[src/rtl/scan_pkg.sv]
// Shared constants and types for the LED scan sequencer family.
// Mode encodings, index bounds and the index/direction state record.
package scan_pkg;

  typedef enum logic [1:0] {
    MODE_UP       = 2'b00,
    MODE_DOWN     = 2'b01,
    MODE_PINGPONG = 2'b10,
    MODE_HOLD     = 2'b11
  } mode_e;

  localparam logic [2:0] IDX_MAX  = 3'd7;
  localparam logic       DIR_UP   = 1'b0;
  localparam logic       DIR_DOWN = 1'b1;

  typedef struct packed {
    logic [2:0] idx;
    logic       dir;
  } scan_state_t;

endpackage

[src/rtl/led_scan_sequencer_tick_prescaler.sv]
// Free-running divider: Tc is high combinationally in the terminal-count cycle.
// En low freezes the count in place; Clr restarts the period from 0.
module tick_prescaler #(
  parameter int CNT_MAX = 25_000_000
) (
  input  logic Clk,
  input  logic Reset,
  input  logic En,
  input  logic Clr,
  output logic Tc
);

  localparam int CNT_W = $clog2(CNT_MAX);
  localparam logic [CNT_W-1:0] TC_VAL = CNT_W'(CNT_MAX - 1);

  logic [CNT_W-1:0] cnt;

  // Gated by En so a count frozen at the terminal value cannot fire repeatedly.
  assign Tc = En && (cnt == TC_VAL);

  always_ff @(posedge Clk) begin
    if (Reset) begin
      cnt <= '0;
    end else if (Clr || Tc) begin
      cnt <= '0;
    end else if (En) begin
      cnt <= cnt + CNT_W'(1);
    end
  end

endmodule

[src/rtl/led_scan_sequencer.sv]
// Drives the 3-bit decoder select, stepping up/down/ping-pong on prescaler or Step.
// Outputs update on the edge that consumes an advance; Tick flags that first cycle.
module led_scan_sequencer
  import scan_pkg::*;
#(
  parameter int CNT_MAX = 25_000_000
) (
  input  logic       Clk,
  input  logic       Reset,
  input  logic       En,
  input  logic [1:0] Mode,
  input  logic       Step,
  output logic       A0,
  output logic       A1,
  output logic       A2,
  output logic       Dir,
  output logic       Tick
);

  mode_e       mode;
  logic        hold;
  logic        adv_auto;
  logic        adv;
  scan_state_t cur;
  scan_state_t nxt;
  logic        tick_q;

  assign mode = mode_e'(Mode);
  assign hold = (mode == MODE_HOLD);
  assign adv  = (adv_auto | Step) & ~hold;

  tick_prescaler #(
    .CNT_MAX(CNT_MAX)
  ) u_prescaler (
    .Clk  (Clk),
    .Reset(Reset),
    .En   (En & ~hold),
    .Clr  (Step & ~hold),
    .Tc   (adv_auto)
  );

  always_ff @(posedge Clk) begin
    if (Reset) begin
      cur    <= '{idx: 3'd0, dir: DIR_UP};
      tick_q <= 1'b0;
    end else begin
      cur    <= nxt;
      tick_q <= adv;
    end
  end

  always_comb begin
    nxt = cur;
    if (adv) begin
      case (mode)
        MODE_UP: begin
          nxt.idx = cur.idx + 3'd1;
          nxt.dir = DIR_UP;
        end
        MODE_DOWN: begin
          nxt.idx = cur.idx - 3'd1;
          nxt.dir = DIR_DOWN;
        end
        MODE_PINGPONG: begin
          // Turn at the ends without repeating the end point.
          if (cur.dir == DIR_UP) begin
            if (cur.idx == IDX_MAX) begin
              nxt.idx = IDX_MAX - 3'd1;
              nxt.dir = DIR_DOWN;
            end else begin
              nxt.idx = cur.idx + 3'd1;
            end
          end else begin
            if (cur.idx == 3'd0) begin
              nxt.idx = 3'd1;
              nxt.dir = DIR_UP;
            end else begin
              nxt.idx = cur.idx - 3'd1;
            end
          end
        end
        default: nxt = cur;
      endcase
    end
  end

  always_comb begin
    {A2, A1, A0} = cur.idx;
    Dir          = cur.dir;
    Tick         = tick_q;
  end

endmodule
[config.mk]
export PLATFORM = sky130hd
export DESIGN_NAME = led_scan_sequencer
export DESIGN_NICKNAME = d
export VERILOG_FILES = /design/src/rtl/scan_pkg.sv /design/src/rtl/led_scan_sequencer_tick_prescaler.sv /design/src/rtl/led_scan_sequencer.sv
export SDC_FILE = /design/constraint.sdc
export NUM_CORES = 1
export LEC_CHECK = 0
export ABC_AREA = 1
export BUFFER_PORTS_ARGS = -buffer_cell sky130_fd_sc_hd__buf_2
export CORE_MARGIN = 10
export CORE_UTILIZATION = 25
export CTS_CLUSTER_SIZE = 8
export DETAILED_ROUTE_END_ITERATION = 6
export PLACE_DENSITY = 0.45
export SYNTH_ARGS = -nofsm -noshare
export SYNTH_HDL_FRONTEND = slang
export SYNTH_HIERARCHICAL = 1
export SYNTH_SLANG_ARGS = --single-unit
[constraint.sdc]
create_clock -name Clk -period 2.2 [get_ports Clk]
set_clock_uncertainty 0.15 [all_clocks]
set_input_delay 0.11 -clock Clk [delete_from_list [all_inputs] [get_ports Clk]]
set_output_delay 0.11 -clock Clk [all_outputs]
set_load 0.005 [all_outputs]
== After elaboration in Yosys (flattened, before gate mapping) ==
Index checks and enable logic that the tools add are counted.
Widths: inputs -> output; s select.

* Register bits after elaboration: 30
* Word-level logic and storage cells: 30

* Add/subtract/negate cells: 3
* Equality and inequality tests: 5
* Muxes and demuxes: 6
* Bitwise gates (word level): 5
* Reduce and logical (&&, ||, !) cells: 7

{| class="wikitable"
|+ Operator list
! kind !! count
|-
| $add 25x1->25 const B || 1
|-
| $eq 25x25->1 const B || 1
|-
| $pmux 4 s3 || 1
|-
| $mux 3 || 2
|-
| $eq 2x2->1 const B || 2
|-
| $mux 4 || 1
|-
| $add 3x1->3 const B || 1
|-
| $and 1x1->1 || 3
|-
| $eq 3x3->1 const B || 1
|-
| $logic_not 3->1 || 1
|-
| $reduce_bool 3->1 || 1
|-
| $sub 3x1->3 const B || 1
|-
| $eq 2x1->1 const B || 1
|-
| $logic_not 2->1 || 1
|-
| $mux 1 || 2
|-
| $reduce_and 2->1 || 1
|-
| $reduce_or 2->1 || 1
|-
| $logic_and 1x1->1 || 1
|-
| $logic_or 1x1->1 || 1
|-
| $not 1->1 || 1
|-
| $or 1x1->1 || 1
|}

== Longest topological paths before layout ==
Gate-level depths: netlist (run 1).

* Depth in word-level cells: 7
* Depth in mapped cells: 13
* Depth with buffers taken out: 13

== Cells and area by module ==
Netlist (run 1), hierarchy kept.

{| class="wikitable"
|+ By module, submodules not included
! module !! instances !! cells each !! area each (sq um) !! sequential area each (sq um)
|-
| tick_prescaler || 1 || 202 || 1,348.8 || 500.5
|-
| led_scan_sequencer || 1 || 67 || 459.2 || 100.1
|}

== Worst setup path after synthesis (run 1) ==
OpenSTA, ideal clock, no wires.

* Path kind: input port to flip-flop
* From: in Mode[0]
* To: reg cur, in the netlist A2
* Arrival time: 1.579 ns
* Slack: 0.349 ns
* Cell stages on the path: 13
* Cells stage by stage: ha_1 > nor2_1 > nand2_1 > inv_1 > nand2_1 > nor2_1 > nand2_1 > nor2_1 > nor2_2 > nor2_4 > inv_2 > a21oi_2 > a21oi_2

* Word-level cells in the longest chain between the ends: 7
* Elaborated cells on any way between the ends: 12

{| class="wikitable"
|+ Ends and longest elaborated chain
! what !! RTL line !! RTL
|-
| from (decl) || led_scan_sequencer.sv:11 || <nowiki>input logic [1:0] Mode,</nowiki>
|-
| $eq 2x2->1 || led_scan_sequencer.sv:29 || <nowiki>assign hold = (mode == MODE_HOLD);</nowiki>
|-
| $not 1->1 || led_scan_sequencer.sv:37 || <nowiki>.En (En & ~hold),</nowiki>
|-
| $and 1x1->1 || led_scan_sequencer.sv:37 ||
|-
| $logic_and 1x1->1 || led_scan_sequencer_tick_prescaler.sv:19 || <nowiki>assign Tc = En && (cnt == TC_VAL);</nowiki>
|-
| named net adv_auto || led_scan_sequencer.sv:22 || <nowiki>logic adv_auto;</nowiki>
|-
| $or 1x1->1 || led_scan_sequencer.sv:30 || <nowiki>assign adv = (adv_auto | Step) & ~hold;</nowiki>
|-
| $and 1x1->1 || led_scan_sequencer.sv:30 ||
|-
| $reduce_and 2->1 (no source line) || - ||
|-
| to (signal assigned) || led_scan_sequencer.sv:44 || <nowiki>cur <= '{idx: 3'd0, dir: DIR_UP};</nowiki>
|-
| to (signal assigned) || led_scan_sequencer.sv:47 || <nowiki>cur <= nxt;</nowiki>
|-
| to (decl) || led_scan_sequencer.sv:24 || <nowiki>scan_state_t cur;</nowiki>
|}

The timed path passes the listed nets, and every way through them passes these cells.
A chain may end at the register's enable or synchronous reset.

== Final worst setup path (run 1) ==
* From: reg u_prescaler.cnt[0]
* To: reg cur, in the netlist Dir

* Word-level cells in the longest chain between the ends: 5

{| class="wikitable"
|+ Ends and longest elaborated chain
! what !! RTL line !! RTL
|-
| from (decl) || led_scan_sequencer_tick_prescaler.sv:16 || <nowiki>logic [CNT_W-1:0] cnt;</nowiki>
|-
| from (signal assigned) || led_scan_sequencer_tick_prescaler.sv:27 || <nowiki>cnt <= cnt + CNT_W'(1);</nowiki>
|-
| $eq 25x25->1 || led_scan_sequencer_tick_prescaler.sv:19 ||
|-
| $logic_and 1x1->1 || led_scan_sequencer_tick_prescaler.sv:19 ||
|-
| named net adv_auto || led_scan_sequencer.sv:22 ||
|-
| $or 1x1->1 || led_scan_sequencer.sv:30 ||
|-
| $and 1x1->1 || led_scan_sequencer.sv:30 ||
|-
| $reduce_and 2->1 (no source line) || - ||
|}

The timed path passes the listed nets, and every way through them passes these cells.

==> results.yml, run 1 <==
worst_setup_path:
  critPathRequiredTime_ns: 2.22
  crit_path_end_kind: "flop"
  critPathMaxFanout: 6
  slowest_delay_ns: 0.37
  crit_arrival_ns: 1.92
  crit_top_cell: "nor2_1"
  crit_chain: "ha_1 -> nand3_1 -> nor2_1 -> nand2_1 -> nor2_1 -> nor2_2 -> nor2_4 -> inv_2 -> nor2_1 -> nor2_1"
  crit_type: "reg2reg"
  worst_path_max_delay_cell: "dfxtp_1"
  cp-start-kind: "flop"
die:
  start_util_pct: 26.18
  die_y_um: 105.0
  placeableCoreArea_sq_um: 6907
  die_w_um: 105.0
  std_cell_rows: 30
  dieArea_sq_um: 11030
  io_pins: 11
power_and_ir_drop:
  max-vdd-ir-drop_uv: 166.1
  p_switching_uw: 276.9
  power.leakage_nw: 0.8141
  combPwrFrac_pct: 10.5
  sw_frac_of_total_pct: 25.35
  power_density_nw_per_um2: 528.2
  p_total_mw: 1.093
  seqPwrFrac_pct: 51.7
  pwr-share-clk_pct: 37.9
  p_int_uw: 815.6
cts:
  cts_tree: "built"
  cts_made_buffers: 5
  ctsResizeCount: 0
  clk_latency_ns: 0.28
  cts_buffer_depth: 2
  cts.root.buffer_cell: "clkbuf_8"
  clock_sinks: 30
  clk_pin_slew_worst_paths_ns: 0.06
  htreeDepth: 2
sta:
  hold_viol: 0
  layout_min_cycle_time_ns: 1.898
  maxSlewHeadroom_pct: 70.15
  tns_ns: 0
  grt_setup_unrepaired: "false"
  worst_pin_slew_ns: 0.4461
  fmax_mhz: 526.8
  slew_viol_final: 0
  setup_viol: 0
  timing.final.crit_share_pct: 86.28
synthesis:
  syn_avg_cell_area_sq_um: 6.721
  syn_inst: 269
  yosys.cell_types.count: 25
  yosysWarnings: 6
  synthTopCellsByArea: "dfxtp_1 (33%), nand2_1 (15%), nor2_1 (12%)"
  synth_nets: 285
  synth-seq-cells: 30
  seq_area_frac_synth_pct: 33.22
  synth_top_area_share_pct: 33.22
  syn_area_sq_um: 1808
  synth_largest_area_cell: "dfxtp_1"
detailed_routing:
  drt-total-wl_um: 3933
  vias: 1589
  route.detailed.drc: 0
  viasPerCell: 4.138
  wl_per_cell_um: 10.24
  first_pass_iters: 4
  ant_nets: 0
  initialDrtViolationCount: 68
global_route:
  grt_pass1_vias: 1588
  grt_overflow_total: 0
  grt_pass1_wl_um: 7176
  antenna_found_initial: 0
  grt_util_all_layers_pct: 7.749
  grt_max_degree: 18
cells_and_area:
  area_growth_pct: 14.39
  drive_gt1_share_pct: 12.50
  antenna_cells: 0
  nets: 304
hold_path:
  hold_path.class: "in2reg"
place:
  place_congestion: 0.7720
  port_buffers: 10
  dp_hpwl_um: 3160
status:
  status: "complete, no violations"
run:
  max-cap-violations: 0
synth_stat cells, drive strengths merged:
cell type  count
nand3b         2
o21ai          6
or2            2
inv           35
nand4          3
xnor2          6
nand3         14
nor3           4
dfxtp         30
a21oi         12
buf            1
nor2          63
nand2         74
xor2           6
ha            10
nor3b          1
per-layer routing:
metal / global-route usage (%) / vias to the layer above / share of wire, %
li1: - / 861 / -
met1: 9.159 / 712 / 49
met2: 12.99 / 9 / 47
met3: 2.334 / 7 / 2.8
met4: 2.647 / 0 / 1.4
met5: 0 / - / 0
critical path, delay by kind of cell (launching register included):
kind | cells | cell delay, ns
flip-flops | 1 | 0.37
buffers and inverters | 1 | 0.08
AND/OR/NAND/NOR | 8 | 0.97
adder cells (fa/ha/maj) | 1 | 0.21
state kept, by name, indices dropped and copies added, names as in the netlist:
name             flops
A0                   1
A1                   1
A2                   1
Dir                  1
Tick                 1
u_prescaler/cnt     25
power by group through the flow:
stage	sequential, mW	combinational, mW	clock (mW)
6_report	0.564	0.114	0.414
3_3_place_gp	0.577	0.115	0
5_1_grt	0.566	0.133	0.457
2_1_floorplan	0.573	0.0806	0
3_5_place_dp	0.576	0.115	0
4_1_cts	0.564	0.116	0.432
cell families (layout without fill, tap and decap cells):
| group | Yosys count | count (layout) | synth area share, % |
|---|---|---|---|
| fa+ha+maj | 10 | 10 | 6.920 |
| compound gates | 18 | 18 | 6.436 |
| xor+xnor | 12 | 12 | 5.813 |
| flops | 30 | 30 | 33.22 |
| simple gates | 163 | 163 | 39.72 |
| buf+inv | 36 | 55 | 7.889 |
through the flow:
step           util, %  hold slack [ns]  setup slack, ns  instance area [sq um]  cells
2_1_floorplan        -          0.03238           0.3489                   1808    269
3_3_place_gp     28.70           0.1876           0.2938                   1982    376
3_5_place_dp     28.70           0.1846           0.2877                   1982    376
4_1_cts          29.95          0.09354           0.2927                   2068    384
5_1_grt          29.95           0.1481          0.09740                   2068    384
6_report         29.95           0.1043           0.3017                   2068    384
path summary, 6_finish.rpt:
path	end	slack (ns)	cells after the start	startpoint
setup / recovery	Dir	0.30	10	u_prescaler/cnt[0]
hold / removal	A1	0.10	4	Step
setup reg to reg	Dir	0.30	10	u_prescaler/cnt[0]
hold reg to reg	u_prescaler/cnt[1]	0.34	2	u_prescaler/cnt[1]
placed cells by master, fill, tap and decap left out, types with 3 or more instances in the layout:
master / instances
a21oi_1: 9
a21oi_2: 3
buf_2: 10
clkbuf_8: 5
dfxtp_1: 30
ha_1: 10
inv_1: 33
nand2_1: 71
nand2_2: 3
nand3_1: 12
nand4_1: 3
nor2_1: 56
nor2_4: 5
nor3_1: 4
xnor2_1: 6
xor2_1: 6
what timing repair did:
item / in CTS / in global routing
hold buffers: 1 / 0
buffers inserted: 0 / 0
endpoints found under the setup margin: 0 / 0
endpoints found under the hold margin: 1 / 0
layout make-up:
class | count | area [sq um]
fill | 809 | 4838
sequential | 30 | 600.6
clock buffer | 7 | 76.32
multi-input combinational | 203 | 1065
timing repair buffer | 13 | 75.07
inverter | 35 | 131.4
tap | 96 | 120.1
Note: power is estimated with default switching activity, not from simulation.
==> run 2, diff against run 1 <==
--- a/config.mk
+++ b/config.mk
@@ -7,11 +7,13 @@
 export LEC_CHECK = 0
 export ABC_AREA = 1
 export BUFFER_PORTS_ARGS = -buffer_cell sky130_fd_sc_hd__buf_2
+export CELL_PAD_IN_SITES_DETAIL_PLACEMENT = 1
+export CELL_PAD_IN_SITES_GLOBAL_PLACEMENT = 2
 export CORE_MARGIN = 10
 export CORE_UTILIZATION = 25
 export CTS_CLUSTER_SIZE = 8
 export DETAILED_ROUTE_END_ITERATION = 6
-export PLACE_DENSITY = 0.45
+export PLACE_DENSITY = 0.66
 export SYNTH_ARGS = -nofsm -noshare
 export SYNTH_HDL_FRONTEND = slang
 export SYNTH_HIERARCHICAL = 1
==> constraint.sdc (replaced) <==
create_clock -name Clk -period 2.2 [get_ports Clk]
set_clock_uncertainty 0.15 [all_clocks]
set_input_delay 0.11 -clock Clk [delete_from_list [all_inputs] [get_ports Clk]]
set_output_delay 0.11 -clock Clk [all_outputs]
set_load 0.05 [all_outputs]
==> results.yml, run 2 (synthesis results as in run 1) <==
die:
  placeableCoreArea_sq_um: 6907
  dieArea_sq_um: 11030
  io_pins: 11
  std_cell_rows: 30
  die_w_um: 105.0
  start_util_pct: 26.18
  die_y_um: 105.0
detailed_routing:
  ant_nets: 0
  initialDrtViolationCount: 56
  first_pass_iters: 4
  viasPerCell: 4.221
  wl_per_cell_um: 11.91
  route.detailed.drc: 0
  vias: 1642
  drt-total-wl_um: 4632
place:
  dp_hpwl_um: 3827
  place_congestion: 0.7228
  port_buffers: 10
  place_ws_ns: 0.1120
  placed_area_sq_um: 2012
worst_setup_path:
  crit_path_end_kind: "flop"
  regToRegSetupSlack_ns: 0.34
  worstReg2RegEnd: "A2"
  critPathTopFamily: "simple AND/OR/NAND/NOR gates"
  crit_type: "reg2reg"
  reg2reg_from: "u_prescaler/cnt[0]"
  cp-start-kind: "flop"
  cp-startpoint: "u_prescaler/cnt[0]"
  worst_path_max_delay_cell: "dfxtp_1"
  critPathMaxFanout: 6
  crit_arrival_ns: 1.87
  slowest_delay_ns: 0.37
  rr_worst_depth: 10
  critPathBufInv: 1
  crit_chain: "ha_1 -> nand3_1 -> nor2_1 -> nand2_1 -> nor2_1 -> nor2_2 -> nor2_4 -> inv_2 -> a21oi_2 -> a21oi_2"
  critPathRequiredTime_ns: 2.21
power_and_ir_drop:
  power_density_nw_per_um2: 554.8
  p_int_uw: 855.3
  pwr-share-clk_pct: 39.4
  p_switching_uw: 317.2
  seqPwrFrac_pct: 48.0
  sw_frac_of_total_pct: 27.05
  combPwrFrac_pct: 12.6
  power.leakage_nw: 0.8441
  max-vdd-ir-drop_uv: 211.1
hold_path:
  holdPathEnd: "A1"
  hold_path_depth: 4
  hold_path.class: "in2reg"
  holdCritStartpoint: "Step"
sta:
  tns_ns: 0
  grt_setup_unrepaired: "false"
  hold_viol: 0
  setup_ws_ns: 0.3419
  fmax_mhz: 538.2
  layout_min_cycle_time_ns: 1.858
  slew_viol_final: 0
  timing.final.crit_share_pct: 84.46
  maxSlewHeadroom_pct: 81.06
  setup_viol: 0
  worst_pin_slew_ns: 0.2820
global_route:
  grt_util_all_layers_pct: 8.981
  antenna_found_initial: 0
  grt_max_degree: 12
  grt_overflow_total: 0
  grt_pass1_vias: 1739
  grt_pass1_wl_um: 8217
cells_and_area:
  final_common_cell: "nand2_1"
  top_register: "u_prescaler/cnt"
  register_area_sq_um: 600.6
  area_growth_pct: 16.89
  layout_common_cells: "nand2_1 (71), nor2_1 (56), inv_1 (33), dfxtp_1 (30), nand3_1 (12)"
  final_util_pct: 30.60
  drive_gt1_share_pct: 14.33
  multi_input_area_sq_um: 1065
  fillers: 921
  antenna_cells: 0
  design_area_sq_um: 2113
  nets: 308
  largest_reg_flops: 25
cts:
  cts.root.buffer_cell: "clkbuf_8"
  clk_latency_ns: 0.28
  htreeDepth: 2
  cts_buffer_depth: 2
  clk_pin_slew_worst_paths_ns: 0.06
  cts_tree: "built"
  cts_made_buffers: 5
  ctsResizeCount: 0
  clock_sinks: 30
run:
  max-cap-violations: 0
status:
  status: "complete, no violations"
==> run 2: cell type report <==
cell class / instances / share of cell area, %
sequential: 30 / 28.42
inverter: 35 / 6.217
tap: 96 / 5.684
multi-input combinational: 203 / 50.38
clock inverter: 1 / 0.2368
timing repair buffer: 17 / 4.973
clock buffer: 7 / 4.085
==> run 2: power by group through the flow <==
stage / registers [mW] / clock network [mW] / logic (mW)
after floorplan: 0.597 / 0 / 0.0807
after global placement: 0.576 / 0 / 0.148
after detailed placement: 0.576 / 0 / 0.149
after CTS: 0.563 / 0.483 / 0.151
after global routing: 0.565 / 0.504 / 0.167
final: 0.563 / 0.462 / 0.148
==> run 2: per-layer routing <==
layer / share of wire (%) / vias to the layer above / routed length [um] / global-route usage, %
met4: 1.2 / 0 / 55 / 3.529
li1: - / 868 / - / -
met3: 1.7 / 2 / 79 / 1.781
met2: 43 / 12 / 1978 / 13.39
met1: 54 / 760 / 2519 / 12.31
met5: 0 / - / 0 / 0
==> run 2: worst max path at each step <==
stage / end / slack (ns) / cells after the start
after floorplan: A2 / 0.35 / 13
after global placement: u_prescaler/cnt[23] / 0.14 / 11
after detailed placement: u_prescaler/cnt[23] / 0.11 / 11
after CTS: A2 / 0.29 / 10
after global routing: A0 / 0.1 / 10
final: A2 / 0.34 / 10
==> run 2: timing repair <==
action                     in CTS  in global routing
hold endpoints to repair        1                  0
hold buffers                    1                  0
setup buffers                   0                  0
setup endpoints to repair       0                  0
==> run 2: worst min-delay path: cells and delay by family <==
family | cells | cell delay (ns)
AO/OA/AOI/OAI | 1 | 0.07
buffers and inverters | 1 | 0.10
AND/OR/NAND/NOR | 2 | 0.21
==> run 2: stage by stage <==
step                      std cells  power, mW  hold slack, ns
final                           389      1.173          0.1165
after global routing            389      1.236          0.1479
after CTS                       389      1.197          0.1132
after detailed placement        380     0.7245          0.1759
after global placement          380     0.7246          0.1751
after floorplan                 269     0.6778         0.03238
==> run 3, diff against run 2 <==
--- a/config.mk
+++ b/config.mk
@@ -13,7 +13,7 @@
 export CORE_UTILIZATION = 25
 export CTS_CLUSTER_SIZE = 8
 export DETAILED_ROUTE_END_ITERATION = 6
-export PLACE_DENSITY = 0.66
+export PLACE_DENSITY = 0.69
 export SYNTH_ARGS = -nofsm -noshare
 export SYNTH_HDL_FRONTEND = slang
 export SYNTH_HIERARCHICAL = 1
==> constraint.sdc (replaced) <==
create_clock -name Clk -period 1.7 [get_ports Clk]
set_clock_uncertainty 0.15 [all_clocks]
set_input_delay 0.085 -clock Clk [delete_from_list [all_inputs] [get_ports Clk]]
set_output_delay 0.085 -clock Clk [all_outputs]
set_load 0.05 [all_outputs]
==> results.yml, run 3 (synthesis results as in run 1) <==
worst_setup_path:
  critPathMaxFanout: 5
  crit_path_end_kind: "flop"
  cp-start-kind: "flop"
  critPathBufInv: 1
  critPathTopFamily: "simple AND/OR/NAND/NOR gates"
  crit_type: "reg2reg"
  crit_arrival_ns: 1.68
  slowest_delay_ns: 0.35
  critPathRequiredTime_ns: 1.76
  crit_top_cell: "nor2_4"
  crit_chain: "ha_4 -> nand3_4 -> nor2_4 -> nand2_2 -> nor2_4 -> nor2_2 -> nor2_4 -> buf_4 -> o21ai_1 -> a21oi_2"
  worst_path_max_delay_cell: "dfxtp_2"
power_and_ir_drop:
  p_switching_uw: 414.2
  max-vdd-ir-drop_uv: 313.3
  combPwrFrac_pct: 13.1
  p_int_mw: 1.208
  pwr-share-clk_pct: 41.8
  sw_frac_of_total_pct: 25.53
  seqPwrFrac_pct: 45.0
  power.leakage_nw: 1.026
  power_density_nw_per_um2: 654.9
cells_and_area:
  area_growth_pct: 37.02
  multi_input_area_sq_um: 1144
  antenna_cells: 0
  largest_reg_flops: 25
  final_common_cell: "nand2_1"
  nets: 341
  top_register: "u_prescaler/cnt"
  layout_common_cells: "nand2_1 (70), nor2_1 (49), buf_4 (38), inv_1 (33), dfxtp_1 (25)"
  final_util_pct: 35.87
  fillers: 887
  register_area_sq_um: 606.8
  drive_gt1_share_pct: 28.83
global_route:
  grt_max_degree: 18
  antenna_found_initial: 0
  grt_overflow_total: 0
  grt_pass1_wl_um: 8349
  grt_util_all_layers_pct: 8.950
  grt_pass1_vias: 1821
place:
  dp_hpwl_um: 3860
  place_congestion: 0.7569
  place_ws_ns: -0.1097
  port_buffers: 10
detailed_routing:
  vias: 1754
  drt-total-wl_um: 4750
  viasPerCell: 4.156
  first_pass_iters: 4
  route.detailed.drc: 0
  ant_nets: 0
  wl_per_cell_um: 11.26
  initialDrtViolationCount: 31
die:
  dieArea_sq_um: 11030
  std_cell_rows: 30
  io_pins: 11
  die_y_um: 105.0
  start_util_pct: 26.18
  placeableCoreArea_sq_um: 6907
  die_w_um: 105.0
sta:
  grt_setup_unrepaired: "true"
  hold_viol: 0
  fmax_mhz: 614.9
  setup_ws_ns: 0.07368
  setup_viol: 0
  fin_hold_ws_ns: 0.1587
  maxSlewHeadroom_pct: 80.82
  slew_viol_final: 0
  worst_pin_slew_ns: 0.2855
  layout_min_cycle_time_ns: 1.626
  timing.final.crit_share_pct: 95.67
cts:
  cts_tree: "built"
  cts_made_buffers: 5
  clock_sinks: 30
  clk_latency_ns: 0.28
  cts.root.buffer_cell: "clkbuf_8"
  cts_buffer_depth: 2
  htreeDepth: 2
  clk_pin_slew_worst_paths_ns: 0.07
hold_path:
  hold_path.class: "in2reg"
run:
  max-cap-violations: 0
status:
  status: "complete, no violations"
[run 3: changes by cell type in the layout (fill, tap and decap cells not counted), sizes merged]
cell / before / now
buf: 16 / 49
clkbuf: 7 / 8
clkinv: 1 / 0
[run 3: layout make-up]
cell class / instances / area share (%)
clock buffers: 8 / 4.444
multi-input cells: 203 / 46.16
well taps: 96 / 4.848
repair buffers: 50 / 14.75
inverters: 35 / 5.303
flip-flops and latches: 30 / 24.49
[run 3: layer usage]
layer  routed length (um)  vias up  GRT usage (%)  share of wire, %
li1                     -      939              -                 -
met1                 2258      804          10.76                48
met2                 2384        9          15.52                50
met3                   88        2          2.273               1.9
met4                   19        0          2.059              0.40
met5                    0        -              0                 0
[run 3: stage by stage]
step | instances | cell area, sq um | TNS, ns | total power [mW]
finish | 422 | 2477 | 0 | 1.622
global route | 422 | 2477 | -0.3428 | 1.712
CTS | 420 | 2402 | 0 | 1.649
detailed placement | 411 | 2267 | -0.5099 | 0.9553
global placement | 411 | 2267 | -0.08667 | 0.9534
floorplan | 269 | 1818 | 0 | 0.8804
[run 3: power by group through the flow]
stage | sequential, mW | combinational [mW] | clock [mW]
final | 0.731 | 0.213 | 0.679
after global routing | 0.732 | 0.240 | 0.740
after CTS | 0.730 | 0.213 | 0.706
after detailed placement | 0.745 | 0.210 | 0
after global placement | 0.745 | 0.209 | 0
after floorplan | 0.774 | 0.107 | 0
[run 3: final timing paths]
| kind | start | cells after the start | slack, ns | endpoint |
|---|---|---|---|---|
| worst min-delay path | En | 6 | 0.16 | u_prescaler/cnt[1] |
| worst max-delay path | u_prescaler/cnt[1] | 10 | 0.07 | A1 |
| worst min register to register | u_prescaler/cnt[5] | 2 | 0.35 | u_prescaler/cnt[5] |
| worst max register to register | u_prescaler/cnt[1] | 10 | 0.07 | A1 |
[run 3: worst min-delay path, delay by kind of cell]
family | cells | cell delay (ns)
AOI/OAI and AO/OA | 1 | 0.05
buffers and inverters | 3 | 0.31
and+or+nand+nor | 2 | 0.10
[run 3: timing repair]
item | CTS | global route
hold endpoints to repair | 2 | 0
pin swaps | 2 | 5
resized for setup | 6 | 14
setup buffers | 0 | 2
hold buffers | 1 | 0
setup endpoints to repair | 5 | 29
